### src/rtl/vram_arbiter.sv
// Purpose: shares one VRAM port between display (DSP), host CPU and draw engine (DRW); routes read-data-valid back by tag.
// Latency: grant one cycle after a request is seen in IDLE; ACK and RDATAVLD are combinational in the cycle VIF responds.
// Backpressure: VRAM_ACK gates every beat; reads are held off while the outstanding-read tag FIFO is full.
// Ports: CLK/RST_X clock and async active-low reset; <x>_REQ/WRITE/ADR/WDATA/DMASK requester side;
//        <x>_ACK/<x>_RDATAVLD per-requester responses; VRAM_* to/from the VRAM interface controller;
//        OWNER current owner (0 none, 1 DSP, 2 CPU, 3 DRW); ERROR sticky tag FIFO underflow[0]/overflow[1].
module vram_arbiter #(
    parameter int DW          = 64,
    parameter int BURST       = 16,
    parameter int TAGDEPTH    = 8,
    parameter int DRW_MAXWAIT = 256
) (
    input  logic            CLK,
    input  logic            RST_X,
    input  logic            DSP_REQ,
    input  logic            CPU_REQ,
    input  logic            DRW_REQ,
    input  logic            DSP_WRITE,
    input  logic            CPU_WRITE,
    input  logic            DRW_WRITE,
    input  logic [22:0]     DSP_ADR,
    input  logic [22:0]     CPU_ADR,
    input  logic [22:0]     DRW_ADR,
    input  logic [DW-1:0]   CPU_WDATA,
    input  logic [DW-1:0]   DRW_WDATA,
    input  logic [DW/8-1:0] CPU_DMASK,
    input  logic [DW/8-1:0] DRW_DMASK,
    output logic            DSP_ACK,
    output logic            CPU_ACK,
    output logic            DRW_ACK,
    output logic            DSP_RDATAVLD,
    output logic            CPU_RDATAVLD,
    output logic            DRW_RDATAVLD,
    output logic            VRAM_REQ,
    output logic            VRAM_WRITE,
    output logic [22:0]     VRAM_ADR,
    output logic [DW-1:0]   VRAM_WDATA,
    output logic [DW/8-1:0] VRAM_DMASK,
    input  logic            VRAM_ACK,
    input  logic            VRAM_RDATAVLD,
    output logic [1:0]      OWNER,
    output logic [1:0]      ERROR
);

    localparam int MW = DW / 8;
    localparam int AW = (TAGDEPTH > 1) ? $clog2(TAGDEPTH) : 1;
    localparam int CW = (BURST > 1) ? $clog2(BURST) : 1;
    localparam int WW = $clog2(DRW_MAXWAIT + 1);

    // State encoding doubles as the OWNER code and as the read tag value.
    typedef enum logic [1:0] {
        IDLE    = 2'd0,
        OWN_DSP = 2'd1,
        OWN_CPU = 2'd2,
        OWN_DRW = 2'd3
    } state_t;

    state_t          state_q, state_d;
    logic [CW-1:0]   beat_cnt_q, beat_cnt_d;
    logic [WW-1:0]   drw_wait_q, drw_wait_d;
    logic [1:0]      tag_mem_q [TAGDEPTH];
    logic [1:0]      tag_mem_d [TAGDEPTH];
    logic [AW-1:0]   wr_ptr_q, wr_ptr_d, rd_ptr_q, rd_ptr_d;
    logic [AW:0]     tag_cnt_q, tag_cnt_d;
    logic [1:0]      error_q, error_d;

    logic            own_req, own_write;
    logic [22:0]     own_adr;
    logic [DW-1:0]   own_wdata;
    logic [MW-1:0]   own_mask;
    logic            tag_full, tag_empty, accept, push, pop;
    logic [1:0]      tag_head;

    // The display path is read-only; its write strobe has nowhere to go.
    logic unused_dsp_write;
    assign unused_dsp_write = DSP_WRITE;

    // Owner multiplexer; everything stays zero while idle.
    always_comb begin
        own_req   = 1'b0;
        own_write = 1'b0;
        own_adr   = '0;
        own_wdata = '0;
        own_mask  = '0;
        case (state_q)
            OWN_DSP: begin
                own_req = DSP_REQ;
                own_adr = DSP_ADR;
            end
            OWN_CPU: begin
                own_req   = CPU_REQ;
                own_write = CPU_WRITE;
                own_adr   = CPU_ADR;
                own_wdata = CPU_WDATA;
                own_mask  = CPU_DMASK;
            end
            OWN_DRW: begin
                own_req   = DRW_REQ;
                own_write = DRW_WRITE;
                own_adr   = DRW_ADR;
                own_wdata = DRW_WDATA;
                own_mask  = DRW_DMASK;
            end
            default: ;
        endcase
    end

    assign tag_full   = (tag_cnt_q == (AW+1)'(TAGDEPTH));
    assign tag_empty  = (tag_cnt_q == '0);
    assign tag_head   = tag_mem_q[rd_ptr_q];

    assign VRAM_REQ   = own_req & ~(~own_write & tag_full);
    assign VRAM_WRITE = own_write;
    assign VRAM_ADR   = own_adr;
    assign VRAM_WDATA = own_wdata;
    assign VRAM_DMASK = own_mask;

    assign accept  = VRAM_REQ & VRAM_ACK;
    assign push    = accept & ~own_write;
    assign pop     = VRAM_RDATAVLD & ~tag_empty;

    assign DSP_ACK = accept & (state_q == OWN_DSP);
    assign CPU_ACK = accept & (state_q == OWN_CPU);
    assign DRW_ACK = accept & (state_q == OWN_DRW);

    assign DSP_RDATAVLD = pop & (tag_head == 2'd1);
    assign CPU_RDATAVLD = pop & (tag_head == 2'd2);
    assign DRW_RDATAVLD = pop & (tag_head == 2'd3);

    assign OWNER = state_q;
    assign ERROR = error_q;

    always_comb begin
        state_d    = state_q;
        beat_cnt_d = beat_cnt_q;
        drw_wait_d = drw_wait_q;
        tag_mem_d  = tag_mem_q;
        wr_ptr_d   = wr_ptr_q;
        rd_ptr_d   = rd_ptr_q;
        tag_cnt_d  = tag_cnt_q;
        error_d    = error_q;

        if (state_q == IDLE) begin
            // A DRW that has waited long enough jumps ahead of the CPU, never the display.
            if (DSP_REQ)
                state_d = OWN_DSP;
            else if (DRW_REQ && (drw_wait_q >= WW'(DRW_MAXWAIT)))
                state_d = OWN_DRW;
            else if (CPU_REQ)
                state_d = OWN_CPU;
            else if (DRW_REQ)
                state_d = OWN_DRW;
        end else begin
            // Ownership always drops back to IDLE so every handover re-arbitrates.
            if (!own_req) begin
                state_d    = IDLE;
                beat_cnt_d = '0;
            end else if (accept) begin
                if (beat_cnt_q == CW'(BURST - 1)) begin
                    state_d    = IDLE;
                    beat_cnt_d = '0;
                end else begin
                    beat_cnt_d = beat_cnt_q + CW'(1);
                end
            end
        end

        if (!DRW_REQ || (state_q != OWN_DRW && state_d == OWN_DRW))
            drw_wait_d = '0;
        else if (state_q != OWN_DRW && drw_wait_q < WW'(DRW_MAXWAIT))
            drw_wait_d = drw_wait_q + WW'(1);

        if (push) begin
            tag_mem_d[wr_ptr_q] = state_q;
            wr_ptr_d            = wr_ptr_q + AW'(1);
        end
        if (pop)
            rd_ptr_d = rd_ptr_q + AW'(1);
        case ({push, pop})
            2'b10:   tag_cnt_d = tag_cnt_q + (AW+1)'(1);
            2'b01:   tag_cnt_d = tag_cnt_q - (AW+1)'(1);
            default: ;
        endcase

        if (VRAM_RDATAVLD && tag_empty)
            error_d[0] = 1'b1;
        if (push && tag_full)
            error_d[1] = 1'b1;
    end

    always_ff @(posedge CLK or negedge RST_X) begin
        if (!RST_X) begin
            state_q    <= IDLE;
            beat_cnt_q <= '0;
            drw_wait_q <= '0;
            for (int i = 0; i < TAGDEPTH; i++)
                tag_mem_q[i] <= 2'd0;
            wr_ptr_q   <= '0;
            rd_ptr_q   <= '0;
            tag_cnt_q  <= '0;
            error_q    <= '0;
        end else begin
            state_q    <= state_d;
            beat_cnt_q <= beat_cnt_d;
            drw_wait_q <= drw_wait_d;
            tag_mem_q  <= tag_mem_d;
            wr_ptr_q   <= wr_ptr_d;
            rd_ptr_q   <= rd_ptr_d;
            tag_cnt_q  <= tag_cnt_d;
            error_q    <= error_d;
        end
    end

endmodule

### config.mk
export PLATFORM = sky130hd
export DESIGN_NAME = vram_arbiter
export DESIGN_NICKNAME = d
export VERILOG_FILES = /design/src/rtl/vram_arbiter.sv
export SDC_FILE = /design/constraint.sdc
export NUM_CORES = 1
export LEC_CHECK = 0
export ABC_AREA = 1
export BUFFER_PORTS_ARGS = -buffer_cell sky130_fd_sc_hd__buf_2
export CAP_MARGIN = 20
export CELL_PAD_IN_SITES_DETAIL_PLACEMENT = 1
export CELL_PAD_IN_SITES_GLOBAL_PLACEMENT = 2
export CORE_ASPECT_RATIO = 1.75
export CORE_MARGIN = 2
export CORE_UTILIZATION = 17
export CTS_CLUSTER_SIZE = 12
export DETAILED_ROUTE_END_ITERATION = 10
export GPL_TIMING_DRIVEN = 0
export PLACE_DENSITY = 0.84
export SYNTH_ARGS = -nofsm -noshare
export SYNTH_HDL_FRONTEND = slang
export SYNTH_SLANG_ARGS = --single-unit
### constraint.sdc
create_clock -name CLK -period 2.7 [get_ports CLK]
set_input_delay 0.405 -clock CLK [delete_from_list [all_inputs] [get_ports CLK]]
set_output_delay 0.405 -clock CLK [all_outputs]
set_load 0.02 [all_outputs]
### After elaboration in Yosys (flattened, before gate mapping)

Index checks and enable logic that the tools add are counted.

| word-level totals | value |
|---|---|
| input bits | 223 |
| flip-flop bits (word level) | 43 |
| output and inout bits | 107 |
| word-level logic and storage cells | 95 |

| operators by class | value |
|---|---|
| $lt $le $gt $ge | 5 |
| equality and inequality tests | 13 |
| bitwise logic cells | 17 |
| $add $sub $neg | 6 |
| reduce and logical (&&, ||, !) cells | 13 |
| multiplexer cells | 25 |

Operators with widths:

| kind | count |
|---|---|
| one-hot mux 64 bit (2 select lines) | 1 |
| one-hot mux 23 bit (3 select lines) | 1 |
| two-way mux 2 bit | 11 |
| two-way mux 9 bit | 2 |
| bitwise mux 16 bit | 1 |
| one-hot mux 8 bit (2 select lines) | 1 |
| == test 2 bit (second input constant) | 6 |
| two-way mux 4 bit | 3 |
| bitwise AND 1 bit | 11 |
| adder 9 x 1 -> 9 bit (second input constant) | 1 |
| greater-or-equal comparator 9 bit (second input constant) | 1 |
| less-than comparator 9 bit (second input constant) | 1 |
| adder 4 x 1 -> 4 bit (second input constant) | 2 |
| == test 4 bit (second input constant) | 2 |
| greater-or-equal comparator 4 bit (second input constant) | 2 |
| inverter 3 -> 4 bit | 2 |
| one-hot mux 4 bit (2 select lines) | 1 |
| adder 3 x 1 -> 3 bit (second input constant) | 2 |
| binary-select mux 2 bit (select 3 bit) | 1 |
| demux 2 bit (select 3 bit) | 1 |
| == test 2 x 1 -> 1 bit (second input constant) | 3 |
| logical AND 1 bit | 6 |
| logical NOT 4 bit | 1 |
| less-than comparator 4 x 1 -> 1 bit (second input constant) | 1 |
| 11 further kinds | 15 |

### Depth between registers and ports, before layout

Gate-level depths: netlist of run 1.

| logic depth | value |
|---|---|
| depth after elaboration | 14 |
| mapped depth | 18 |
| depth with buffers taken out | 17 |

### Least setup slack after synthesis of run 1

OpenSTA, ideal clock, no wires.

| timing | value |
|---|---|
| path kind | reg-to-reg |
| start point | reg state_q[0], in the netlist OWNER[0] |
| end point | reg tag_cnt_q[2] |
| required time | 2.573 ns |
| setup slack | 0.166 ns |
| library setup time | 0.127 ns |
| path buffers | 2 |
| arrival time | 2.407 ns |
| stages on the path, launching flop included | 17 |
| path through | dfrtp_1 buf_4 nand3_1 nand3_2 inv_2 nor2_4 nand2_2 inv_2 nand3_2 buf_6 ha_1 nor2_1 nor2_1 ha_1 a21oi_1 xnor2_1 o21ai_0 |

| between the ends | value |
|---|---|
| word-level cells in the longest chain between the ends | 10 |

Ends and longest elaborated chain:

| element | line | RTL |
|---|---|---|
| start, declared | 58 | `state_t state_q, state_d;` |
| start signal, assigned | 203 | `state_q <= state_d;` |
| == test 2 bit | 85 | `case (state_q)` |
| one-hot mux 1 bit (2 select lines) | 85 |  |
| inverter 1 bit | 112 | `assign VRAM_REQ = own_req & ~(~own_write & tag_full);` |
| bitwise AND 1 bit | 112 |  |
| inverter 1 bit | 112 |  |
| bitwise AND 1 bit * | 112 |  |
| named net VRAM_REQ | 34 | `output logic VRAM_REQ,` |
| bitwise AND 1 bit * | 118 | `assign accept = VRAM_REQ & VRAM_ACK;` |
| bitwise AND 1 bit * | 119 | `assign push = accept & ~own_write;` |
| == test 2 x 1 -> 1 bit or == test 2 bit (tied branches) | 179 | `case ({push, pop})` |
| one-hot mux 4 bit (2 select lines) or nonzero test 2 bit (tied branches) | -- |  |
| end signal, assigned | 209 | `tag_cnt_q <= tag_cnt_d;` |
| end, declared | 64 | `logic [AW:0] tag_cnt_q, tag_cnt_d;` |

Mark *: on every way through the listed nets, which the timed path passes. The rest lies on a longest branch.
A chain may end at the register's enable or synchronous reset.

### Final worst setup path of run 1

| timing | value |
|---|---|
| start point | reg state_q[0], in the netlist OWNER[0] |
| end point | out VRAM_WDATA[22] |

| between the ends | value |
|---|---|
| word-level cells in the longest chain between the ends | 2 |

Ends and longest elaborated chain:

| element | line | RTL |
|---|---|---|
| == test 2 bit | 85 |  |
| one-hot mux 64 bit (2 select lines) * | 85 |  |
| end, declared | 37 | `output logic [DW-1:0] VRAM_WDATA,` |

Mark *: on every way between the ends. The rest lies on a longest branch, timed or not.

==> reports/metrics.yaml, run 1 <==
placed_design:
  placed_area_um2: 5359
  gp_congestion: 0.8327
  place_inst: 1042
  place_hpwl_mm: 19.89
  portBuffers: 327
  dp_slack_ns: -0.1157
clock_tree:
  cts_tree: "yes"
  cts_max_level: 2
  numClockSinks: 43
  clk_latency_ns: 0.29
  clk_path_buf_depth: 2
  path_clk_slew_ns: 0.06
  cts_root_buffer: "clkbuf_16"
  numCtsBuffers: 5
timing:
  hold_viol: 0
  setup_viol: 0
  drv_slew: 0
  rsz0062_at_grt: "true"
  min_period_ns: 2.599
  max_slew.worst_pin.slew_ns: 0.6341
  fmax_mhz: 384.8
  clock_skew_ns: 0.003839
  final.setup.worst_slack_ns: 0.1013
  fin_crit_sh: 0.9625
  max-slew-margin-rel: 0.5757
  fin_hold_ws_ns: 0.3900
critical_path:
  reg2reg_slack_ns: 0.14
  cp_data_required_time_ns: 2.30
  cp_num_buf_inv: 4
  crit_path_end_kind: "output pin"
  reg2reg_depth: 17
  critical_path_class: "flip-flop to output pin"
  crit_path_max_fanout: 10
  rr_endpoint: "tag_cnt_q[2]$_DFFE_PN0P_"
  cp-start-kind: "flip-flop"
  slowest_delay_ns: 0.47
  path_cells: "nand2_2 > inv_4 > buf_4 > clkbuf_1 > a22o_1 > buf_2"
  crit_slowest_cell: "clkbuf_1"
  arrival_ns: 2.19
  r2r-start: "OWNER[0]$_DFF_PN0_"
  path_delay_family: "buffers and inverters"
grt:
  grt_pass1_vias: 5019
  grt_max_degree: 44
  gr-total-overflow: 0
  antenna_found_initial: 4
  grt_pass1_wl_mm: 31.51
  track_usage: 0.2000
yosys:
  synth.net_count: 700
  avgSynthCellArea_um2: 7.268
  ys_ff_latch: 43
  yosysSeqAreaShare: 0.3150
  synth_cell_type_count: 31
  synth_cells: 470
  syn_area_um2: 3416
  synth_warnings: 0
cells_and_area:
  instances_no_fill: 1062
  drive_above_1_share: 0.4804
  final_common_cell: "buf_2"
  postLayoutCellArea_um2: 5710
  fin_nets: 1045
  layout_common_cells: "buf_2, nand2_1, a22o_1, dfrtp_1, nand3_1"
  area_growth_pct: 67.18
  nFillCells: 2580
pwr:
  finalPower_uw: 6570
  power_frac_seq: 0.171
  leakagePower_uw: 0.003215
  p_sw_uw: 3641
  p_clk_frac: 0.108
  p_comb_frac: 0.721
  powerDensity_nw_per_um2: 1151
  swShare: 0.5542
  p_int_uw: 2929
  peakVddDrop_mv: 0.5664
status:
  status: "finished clean"
floorplanning:
  dieHeight_um: 191.5
  rows: 68
  start_util: 0.1730
  die_area_um2: 21290
  die_w_um: 111.2
  core_area_um2: 19740
  io_pins: 330
min_path:
  worstHoldStart: "VRAM_RDATAVLD"
  hp-class: "input port to flip-flop"
  hold_depth: 2
  min_to: "ERROR[0]$_DFFE_PN0P_"
routing:
  route.detailed.vias_per_inst: 4.604
  route.detailed.drc: 0
  ant_nets: 0
  vias: 4889
  avgRoutedWirePerCell_um: 21.21
  drt_wl_total_mm: 22.53
  first_pass_iters: 4
  drt_iter0_drc: 156
flow_run:
  drv_cap: 0
-- worst max path at each step --
stage               slack, ns                  endpoint  cells after the start               start
floorplan                0.17  tag_cnt_q[2]$_DFFE_PN0P_                     16  OWNER[0]$_DFF_PN0_
finish                   0.10            VRAM_WDATA[22]                      6  OWNER[0]$_DFF_PN0_
detailed placement      -0.12  tag_cnt_q[2]$_DFFE_PN0P_                     18  OWNER[0]$_DFF_PN0_
global placement        -0.12            VRAM_WDATA[56]                      7  OWNER[0]$_DFF_PN0_
global route           -0.007  tag_cnt_q[3]$_DFFE_PN0P_                     16  OWNER[1]$_DFF_PN0_
CTS                      0.02  tag_cnt_q[2]$_DFFE_PN0P_                     18  OWNER[0]$_DFF_PN0_
-- sequential cells by signal, indices dropped and copies added (netlist names) --
signal      flops
wr_ptr_q        3
ERROR           2
drw_wait_q      9
OWNER           2
tag_cnt_q       4
tag_mem_q      16
beat_cnt_q      4
rd_ptr_q        3
-- cells by family (layout without fill, tap and decap cells) --
group	after synthesis	in the layout	share of synthesized area
AO/OA/AOI/OAI	126	126	0.2692
XOR/XNOR	15	15	0.03846
other	0	1	0
adder cells (fa/ha/maj)	7	7	0.02564
buffers and inverters	66	412	0.07765
AND/OR/NAND/NOR	213	213	0.2740
flip-flops	43	43	0.3150
-- power groups by stage --
stage               combinational, uW  sequential [uW]  clock, uW
global placement                 4530             1090          0
floorplan                        2740             1080          0
finish                           4730             1120        712
detailed placement               4570             1110          0
global route                     5120             1160        752
CTS                              4650             1110        727
-- synthesized netlist by cell type --
| cell | count | area share |
|---|---|---|
| a22o_1 | 72 | 0.18 |
| buf_1 | 4 | 0.0044 |
| buf_4 | 2 | 0.0044 |
| nor2_2 | 4 | 0.0073 |
| inv_1 | 33 | 0.036 |
| o21a_1 | 1 | 0.0022 |
| a31oi_1 | 1 | 0.0018 |
| buf_6 | 1 | 0.0033 |
| nor3_1 | 3 | 0.0044 |
| nor2_1 | 31 | 0.034 |
| clkinv_1 | 1 | 0.0011 |
| nand2_2 | 1 | 0.0018 |
| o211ai_1 | 1 | 0.0022 |
| nor2_4 | 5 | 0.016 |
| nand3_1 | 40 | 0.059 |
| nand4_1 | 7 | 0.013 |
| a21oi_1 | 22 | 0.032 |
| a31o_2 | 1 | 0.0026 |
| o32ai_1 | 1 | 0.0026 |
| xor2_1 | 10 | 0.026 |
| nand3_2 | 2 | 0.0059 |
| nand2_1 | 119 | 0.13 |
| or2_2 | 1 | 0.0018 |
| o21ai_0 | 25 | 0.037 |
| buf_2 | 2 | 0.0029 |
| inv_2 | 4 | 0.0044 |
| ha_1 | 7 | 0.026 |
| xnor2_1 | 5 | 0.013 |
| dfrtp_1 | 43 | 0.32 |
| clkbuf_1 | 19 | 0.021 |
| o31ai_1 | 2 | 0.0044 |
-- routing by layer --
layer,global-route usage,vias up,part of all wire,routed length (um)
met5,0,-,0.00049,11
met4,0.04558,2,0.018,408
met3,0.03583,21,0.068,1527
met2,0.3372,251,0.47,10670
met1,0.2672,2295,0.44,9905
li1,-,2320,-,-
-- metrics by stage --
stage	util	TNS, ns
2_1_floorplan	-	0
3_3_place_gp	0.2715	-0.5679
3_5_place_dp	0.2715	-0.5689
4_1_cts	0.2831	0
5_1_grt	0.2892	-0.01112
6_report	0.2893	0
-- timing repair --
item,in CTS,in global routing
pin swaps,0,2
hold buffers,0,1
buffers inserted,4,4
endpoints found under the setup margin,61,8
resized for setup,15,21
endpoints found under the hold margin,0,4
cloned,0,1
-- final cells by class --
cell class,instances,area [um^2],area share
antenna,1,2.502,0.0004382
buffer,28,150.1,0.02629
clock buffer,6,138.9,0.02432
clock inverter,2,35.03,0.006135
inverter,38,156.4,0.02739
multi-input combinational,361,2110,0.3694
sequential,43,1080,0.1891
tap,245,306.5,0.05368
timing repair buffer,338,1732,0.3032
No activity file was read; power rests on OpenSTA's default activity.
==> inputs of run 2 (changes only) <==
- CORE_UTILIZATION: 17 -> 15
- PLACE_DENSITY: 0.84 -> 0.78
- clock period: 2.7 -> 2.2 ns (I/O delays scaled with it)
==> run 2 against run 1 <==
  * The flow now finishes with violations (setup timing)
  * Sequential share of layout area is 1.9 points lower
  * Critical path type is now flip-flop to flip-flop
  * Routed wire length is 7.4% lower
  * Global-route usage is 3.9 points lower
  * Critical endpoint is now tag_cnt_q[3]$_DFFE_PN0P_
  * Clock skew is 0.0034 ns higher
  * Highest routed layer is now met4
  * First-iteration DRC count is 7.7% higher
  * Worst hold slack worse by 0.093 ns
  * Combinational power is 38% higher
==> reports/metrics.yaml, run 2 (same netlist as run 1, synthesis figures left out) <==
status:
  status: "complete, but fails checks"
  violations: "setup timing"
pwr:
  finalPower_uw: 8760  # +33%
  peakVddDrop_mv: 0.3996  # -29%
  powerDensity_nw_per_um2: 1378  # +20%
  leakagePower_uw: 0.003478  # +8.2%
placed_design:
  placed_area_um2: 5513  # +2.9%
  place_hpwl_mm: 17.61  # -11%
  gp_congestion: 0.7887  # -5.3%
  portBuffers: 327  # unchanged
timing:
  min_period_ns: 2.269
  hold_viol: 0  # unchanged
  rsz0062_at_grt: "true"
  fin_crit_sh: 1.031
  setup_viol: 2  # +2
  fmax_mhz: 440.7
  drv_slew: 0  # unchanged
  max_slew.worst_pin.slew_ns: 0.6267  # -0.007412 ns
  clock_skew_ns: 0.007262  # +0.003422 ns
  fin_hold_ws_ns: 0.2972  # -0.09282 ns
  max-slew-margin-rel: 0.5807  # +0.004960
  final.setup.worst_slack_ns: -0.06901  # -0.1703 ns
critical_path:
  rr_endpoint: "tag_cnt_q[3]$_DFFE_PN0P_"
  reg2reg_slack_ns: -0.07  # -0.21 ns
  r2r-start: "OWNER[0]$_DFF_PN0_"
  cp-start-kind: "flip-flop"
  cp_data_required_time_ns: 2.38  # +0.08 ns
  crit_path_max_fanout: 4  # -6
  arrival_ns: 2.45  # +0.26 ns
  reg2reg_depth: 16  # -1
  crit_path_end_kind: "flip-flop"
  critical_path_class: "flip-flop to flip-flop"
grt:
  grt_pass1_wl_mm: 29.71  # -5.7%
  track_usage: 0.1610  # -0.03897
  grt_max_degree: 44  # unchanged
  grt_pass1_vias: 5060  # +0.82%
  gr-total-overflow: 0  # unchanged
  antenna_found_initial: 3  # -1
floorplanning:
  dieHeight_um: 203.6  # +6.3%
  rows: 73  # +7.4%
  core_area_um2: 22560  # +14%
  die_w_um: 118.1  # +6.2%
  die_area_um2: 24040  # +13%
  io_pins: 330  # unchanged
  start_util: 0.1514  # -0.02164
routing:
  drt_iter0_drc: 168  # +7.7%
  first_pass_iters: 4  # unchanged
  vias: 4929  # +0.82%
  avgRoutedWirePerCell_um: 18.29  # -14%
  route.detailed.drc: 0  # unchanged
  drt_wl_total_mm: 20.86  # -7.4%
  route.detailed.vias_per_inst: 4.324  # -6.1%
  ant_nets: 0  # unchanged
clock_tree:
  cts_root_buffer: "clkbuf_16"
  cts_tree: "yes"
  numCtsBuffers: 5  # unchanged
  path_clk_slew_ns: 0.07  # about the same
  clk_path_buf_depth: 2  # unchanged
  cts_max_level: 2  # unchanged
  clk_latency_ns: 0.29  # about the same
  numClockSinks: 43  # unchanged
min_path:
  hold_depth: 2  # unchanged
  min_to: "ERROR[0]$_DFFE_PN0P_"
  hp-class: "input port to flip-flop"
  worstHoldStart: "VRAM_RDATAVLD"
cells_and_area:
  final_common_cell: "buf_2"
  nFillCells: 2864  # +11%
  largest_register_ffs: 16  # unchanged
  regMostFlops: "tag_mem_q"
  postLayoutCellArea_um2: 6359  # +11%
  fin_nets: 1067  # +2.1%
  drive_above_1_share: 0.5465  # +0.06615
  fin_util: 0.2818  # -0.007452
  layout_common_cells: "buf_2, nand2_1, a22o_1, buf_4, dfrtp_1"
  top_regs: "tag_mem_q (16), drw_wait_q (9)"
  area_growth_pct: 86.15
flow_run:
  drv_cap: 0  # unchanged
run 2: worst max-delay path: stages, from the launching register on:
cell and delay (ns):
dfrtp_2 0.47, nand2_4 0.09, inv_6 0.08, nand2_4 0.06
nand3_2 0.09, inv_2 0.05, nor2_4 0.13, nand2_4 0.07
inv_4 0.06, nand3_4 0.09, ha_4 0.19, xnor2_2 0.13
nor2_1 0.12, nand2_1 0.11, o31ai_2 0.08, o211ai_1 0.17
xnor2_1 0.15
run 2: metrics by stage:
step	setup TNS (ns)	instances	setup slack, ns
final	-0.1008	1140	-0.06901
after floorplan	-0.3680	470	-0.1266
after global routing	-0.6635	1138	-0.2157
after global placement	-17.52	1097	-0.4902
after CTS	-1.142	1123	-0.1450
after detailed placement	-15.45	1097	-0.5148
run 2: final cells by class:
cell class                      count  area (um^2)  area share
Antenna cell                        2        5.005   0.0007871
Buffer                             27        230.2     0.03621
Clock buffer                        7        152.6     0.02401
Clock inverter                      1        7.507    0.001181
Inverter                           38        175.2     0.02755
Multi-Input combinational cell    361         2354      0.3701
Sequential cell                    43         1080      0.1698
Tap cell                          300        375.4     0.05903
Timing Repair Buffer              361         1979      0.3113
run 2: timing repair:
item | in CTS | in global routing
gates resized for setup | 83 | 58
buffers inserted | 18 | 13
gates cloned | 0 | 2
setup endpoints to repair | 105 | 72
hold buffers | 0 | 1
endpoints found under the hold margin | 0 | 7
pin swaps | 12 | 19
run 2: worst max-delay path by stage:
stage,startpoint,slack [ns],end,cells after the start
final,OWNER[0]$_DFF_PN0_,-0.07,tag_cnt_q[3]$_DFFE_PN0P_,16
after global placement,OWNER[0]$_DFF_PN0_,-0.49,VRAM_ADR[22],8
after CTS,OWNER[1]$_DFF_PN0_,-0.14,tag_cnt_q[3]$_DFFE_PN0P_,16
after detailed placement,OWNER[1]$_DFF_PN0_,-0.51,tag_cnt_q[3]$_DFFE_PN0P_,17
after global routing,OWNER[1]$_DFF_PN0_,-0.22,tag_cnt_q[3]$_DFFE_PN0P_,15
after floorplan,OWNER[1]$_DFF_PN0_,-0.13,tag_cnt_q[2]$_DFFE_PN0P_,17
run 2: power by group:
group / internal, uW / leakage (uW) / switching (uW) / total [uW]
Combinational: 2580 / 0.00288 / 3970 / 6550
Sequential: 1110 / 0.000526 / 287 / 1400
Clock: 484 / 0.0000762 / 329 / 813
Total: 4180 / 0.00348 / 4580 / 8760
run 2: routing by layer:
layer,vias up,share of wire,global-route usage
met1,2327,0.41,0.2043
met3,17,0.089,0.04922
met2,226,0.48,0.2636
met5,-,0,0
li1,2359,-,-
met4,0,0.017,0.04389
==> inputs of run 3 (changes only) <==
- CORE_UTILIZATION: 15 -> 17
- PLACE_DENSITY: 0.78 -> 0.84
- clock period: 2.2 -> 2.45 ns (I/O delays scaled with it)
==> run 3 against run 2 <==
  * The flow now finishes without violations
  * First-iteration DRC count rose by 1.8%
  * Combinational power shrank 20%
  * Utilization up 1.4 points
  * Via count fell by 2.1%
  * Die area decreased by 11%
  * Power fell by 17%
  * Critical path type unchanged
  * Largest cell class unchanged
==> reports/metrics.yaml, run 3 (same netlist as run 1, synthesis figures left out) <==
min_path:
  min_to: "ERROR[0]$_DFFE_PN0P_"
  hold_depth: 2  # unchanged
  hp-class: "input port to flip-flop"
  worstHoldStart: "VRAM_RDATAVLD"
timing:
  min_period_ns: 2.393  # +0.1236 ns
  hold_viol: 0  # unchanged
  clock_skew_ns: 0.001961  # -0.005300 ns
  rsz0062_at_grt: "true"
  fin_crit_sh: 0.9766  # -0.05481
  fin_hold_ws_ns: 0.3404  # +0.04321 ns
  setup_viol: 0  # -2
  max_slew.worst_pin.slew_ns: 0.6853  # +0.05867 ns
  final.setup.worst_slack_ns: 0.05743  # +0.1264 ns
  max-slew-margin-rel: 0.5414  # -0.03926
  fmax_mhz: 418.0  # -5.2%
  drv_slew: 0  # unchanged
placed_design:
  portBuffers: 327  # unchanged
  gp_congestion: 0.8282  # +5.0%
  dp_slack_ns: -0.3134  # +0.2014 ns
  place_hpwl_mm: 17.73  # +0.68%
clock_tree:
  cts_max_level: 2  # unchanged
  numClockSinks: 43  # unchanged
  cts_root_buffer: "clkbuf_16"
  clk_latency_ns: 0.29  # about the same
  clk_path_buf_depth: 2  # unchanged
  cts_tree: "yes"
  path_clk_slew_ns: 0.06  # about the same
  numCtsBuffers: 5  # unchanged
critical_path:
  crit_path_end_kind: "flip-flop"
  arrival_ns: 2.56  # +0.11 ns
  reg2reg_slack_ns: 0.06  # +0.13 ns
  critical_path_class: "flip-flop to flip-flop"
  rr_endpoint: "tag_cnt_q[3]$_DFFE_PN0P_"
  cp_data_required_time_ns: 2.62  # +0.24 ns
  cp-start-kind: "flip-flop"
  r2r-start: "OWNER[1]$_DFF_PN0_"
  reg2reg_depth: 17  # +1
  crit_path_max_fanout: 3  # -1
cells_and_area:
  layout_common_cells: "buf_2, nand2_1, a22o_1, dfrtp_1, nand3_1"
  fin_nets: 1050  # -1.6%
  regArea_um2: 1080  # unchanged
  nFillCells: 2529  # -12%
  largest_register_ffs: 16  # unchanged
  antenna_cells: 0  # -2
  final_common_cell: "buf_2"
  drive_above_1_share: 0.4994  # -0.04715
  area_growth_pct: 71.03
  multi_input_area_um2: 2180  # -7.4%
  regMostFlops: "tag_mem_q"
  top_regs: "tag_mem_q (16), drw_wait_q (9)"
routing:
  route.detailed.vias_per_inst: 4.528  # +4.7%
  vias: 4827  # -2.1%
  drt_wl_total_mm: 20.33  # -2.5%
  avgRoutedWirePerCell_um: 19.07  # +4.2%
  drt_iter0_drc: 171  # +1.8%
  first_pass_iters: 4  # unchanged
  ant_nets: 0  # unchanged
  route.detailed.drc: 0  # unchanged
status:
  status: "finished clean"
floorplanning:
  core_area_um2: 19740  # -13%
  die_w_um: 111.2  # -5.9%
  rows: 68  # -6.8%
  die_area_um2: 21290  # -11%
  start_util: 0.1730  # +0.02164
  io_pins: 330  # unchanged
  dieHeight_um: 191.5  # -5.9%
grt:
  antenna_found_initial: 0  # -3
  track_usage: 0.1760  # +0.01496
  grt_pass1_vias: 4891  # -3.3%
  grt_max_degree: 44  # unchanged
  gr-total-overflow: 0  # unchanged
  grt_pass1_wl_mm: 28.18  # -5.2%
flow_run:
  drv_cap: 0  # unchanged
pwr:
  peakVddDrop_mv: 0.6663  # +67%
  leakagePower_uw: 0.003270  # -6.0%
  powerDensity_nw_per_um2: 1238  # -10%
-- run 3: what timing repair did --
action                     in CTS  in global routing
hold endpoints to repair        0                  3
buffers inserted               11                  3
hold buffers                    0                  1
gates resized for setup        34                 26
setup endpoints to repair      56                 42
pin swaps                       2                  9
-- run 3: per-layer routing --
metal / track usage / up-vias / wire (um) / share of wire
met2: 0.2964 / 223 / 9722 / 0.48
met1: 0.2290 / 2268 / 8832 / 0.43
met5: 0 / - / 0 / 0
li1: - / 2323 / - / -
met3: 0.03868 / 13 / 1416 / 0.070
met4: 0.04511 / 0 / 361 / 0.018
-- run 3: worst max path at each step --
stage / from / end / slack [ns] / cells past startpoint
floorplan: OWNER[1]$_DFF_PN0_ / tag_cnt_q[2]$_DFFE_PN0P_ / 0.03 / 16
global placement: OWNER[0]$_DFF_PN0_ / VRAM_ADR[20] / -0.29 / 8
detailed placement: OWNER[0]$_DFF_PN0_ / VRAM_ADR[20] / -0.31 / 8
CTS: OWNER[0]$_DFF_PN0_ / VRAM_WDATA[36] / 0.008 / 6
global route: OWNER[1]$_DFF_PN0_ / tag_cnt_q[2]$_DFFE_PN0P_ / -0.03 / 18
finish: OWNER[1]$_DFF_PN0_ / tag_cnt_q[3]$_DFFE_PN0P_ / 0.06 / 17
-- run 3: layout make-up --
type / count / share of cell area
Multi-Input combinational cell: 361 / 0.3731
Timing Repair Buffer: 343 / 0.3054
Sequential cell: 43 / 0.1848
Tap cell: 245 / 0.05247
Buffer: 28 / 0.03063
Clock buffer: 8 / 0.02677
Inverter: 38 / 0.02677
-- run 3: critical path, cell delays in order (launching register included) --
cell and delay, ns:
dfrtp_2 0.46, buf_12 0.15, clkinvlp_4 0.09, nand3_4 0.07, nand3_2 0.08, inv_2 0.06, nor2_4 0.12, nand2_4 0.06
inv_4 0.06, nand3_4 0.08, buf_12 0.14, ha_4 0.17, xnor2_2 0.14, nor2_1 0.12, nand2_1 0.09, o31ai_1 0.07
o211ai_1 0.15, xnor2_1 0.15
-- run 3: through the flow --
stage	total power [uW]	TNS, ns	cell area (um^2)	util	instances
finish	7233	0	5842	0.2960	1066
floorplan	4234	0	3431	-	470
global route	7755	-0.06481	5842	0.2960	1066
CTS	7137	0	5715	0.2896	1061
detailed placement	6121	-5.328	5374	0.2722	1042
global placement	6060	-3.985	5374	0.2722	1042
-- run 3: where the power goes --
group	internal (uW)	switching, uW
logic	1890	3380
clock network	435	282
registers	997	250
total	3320	3910
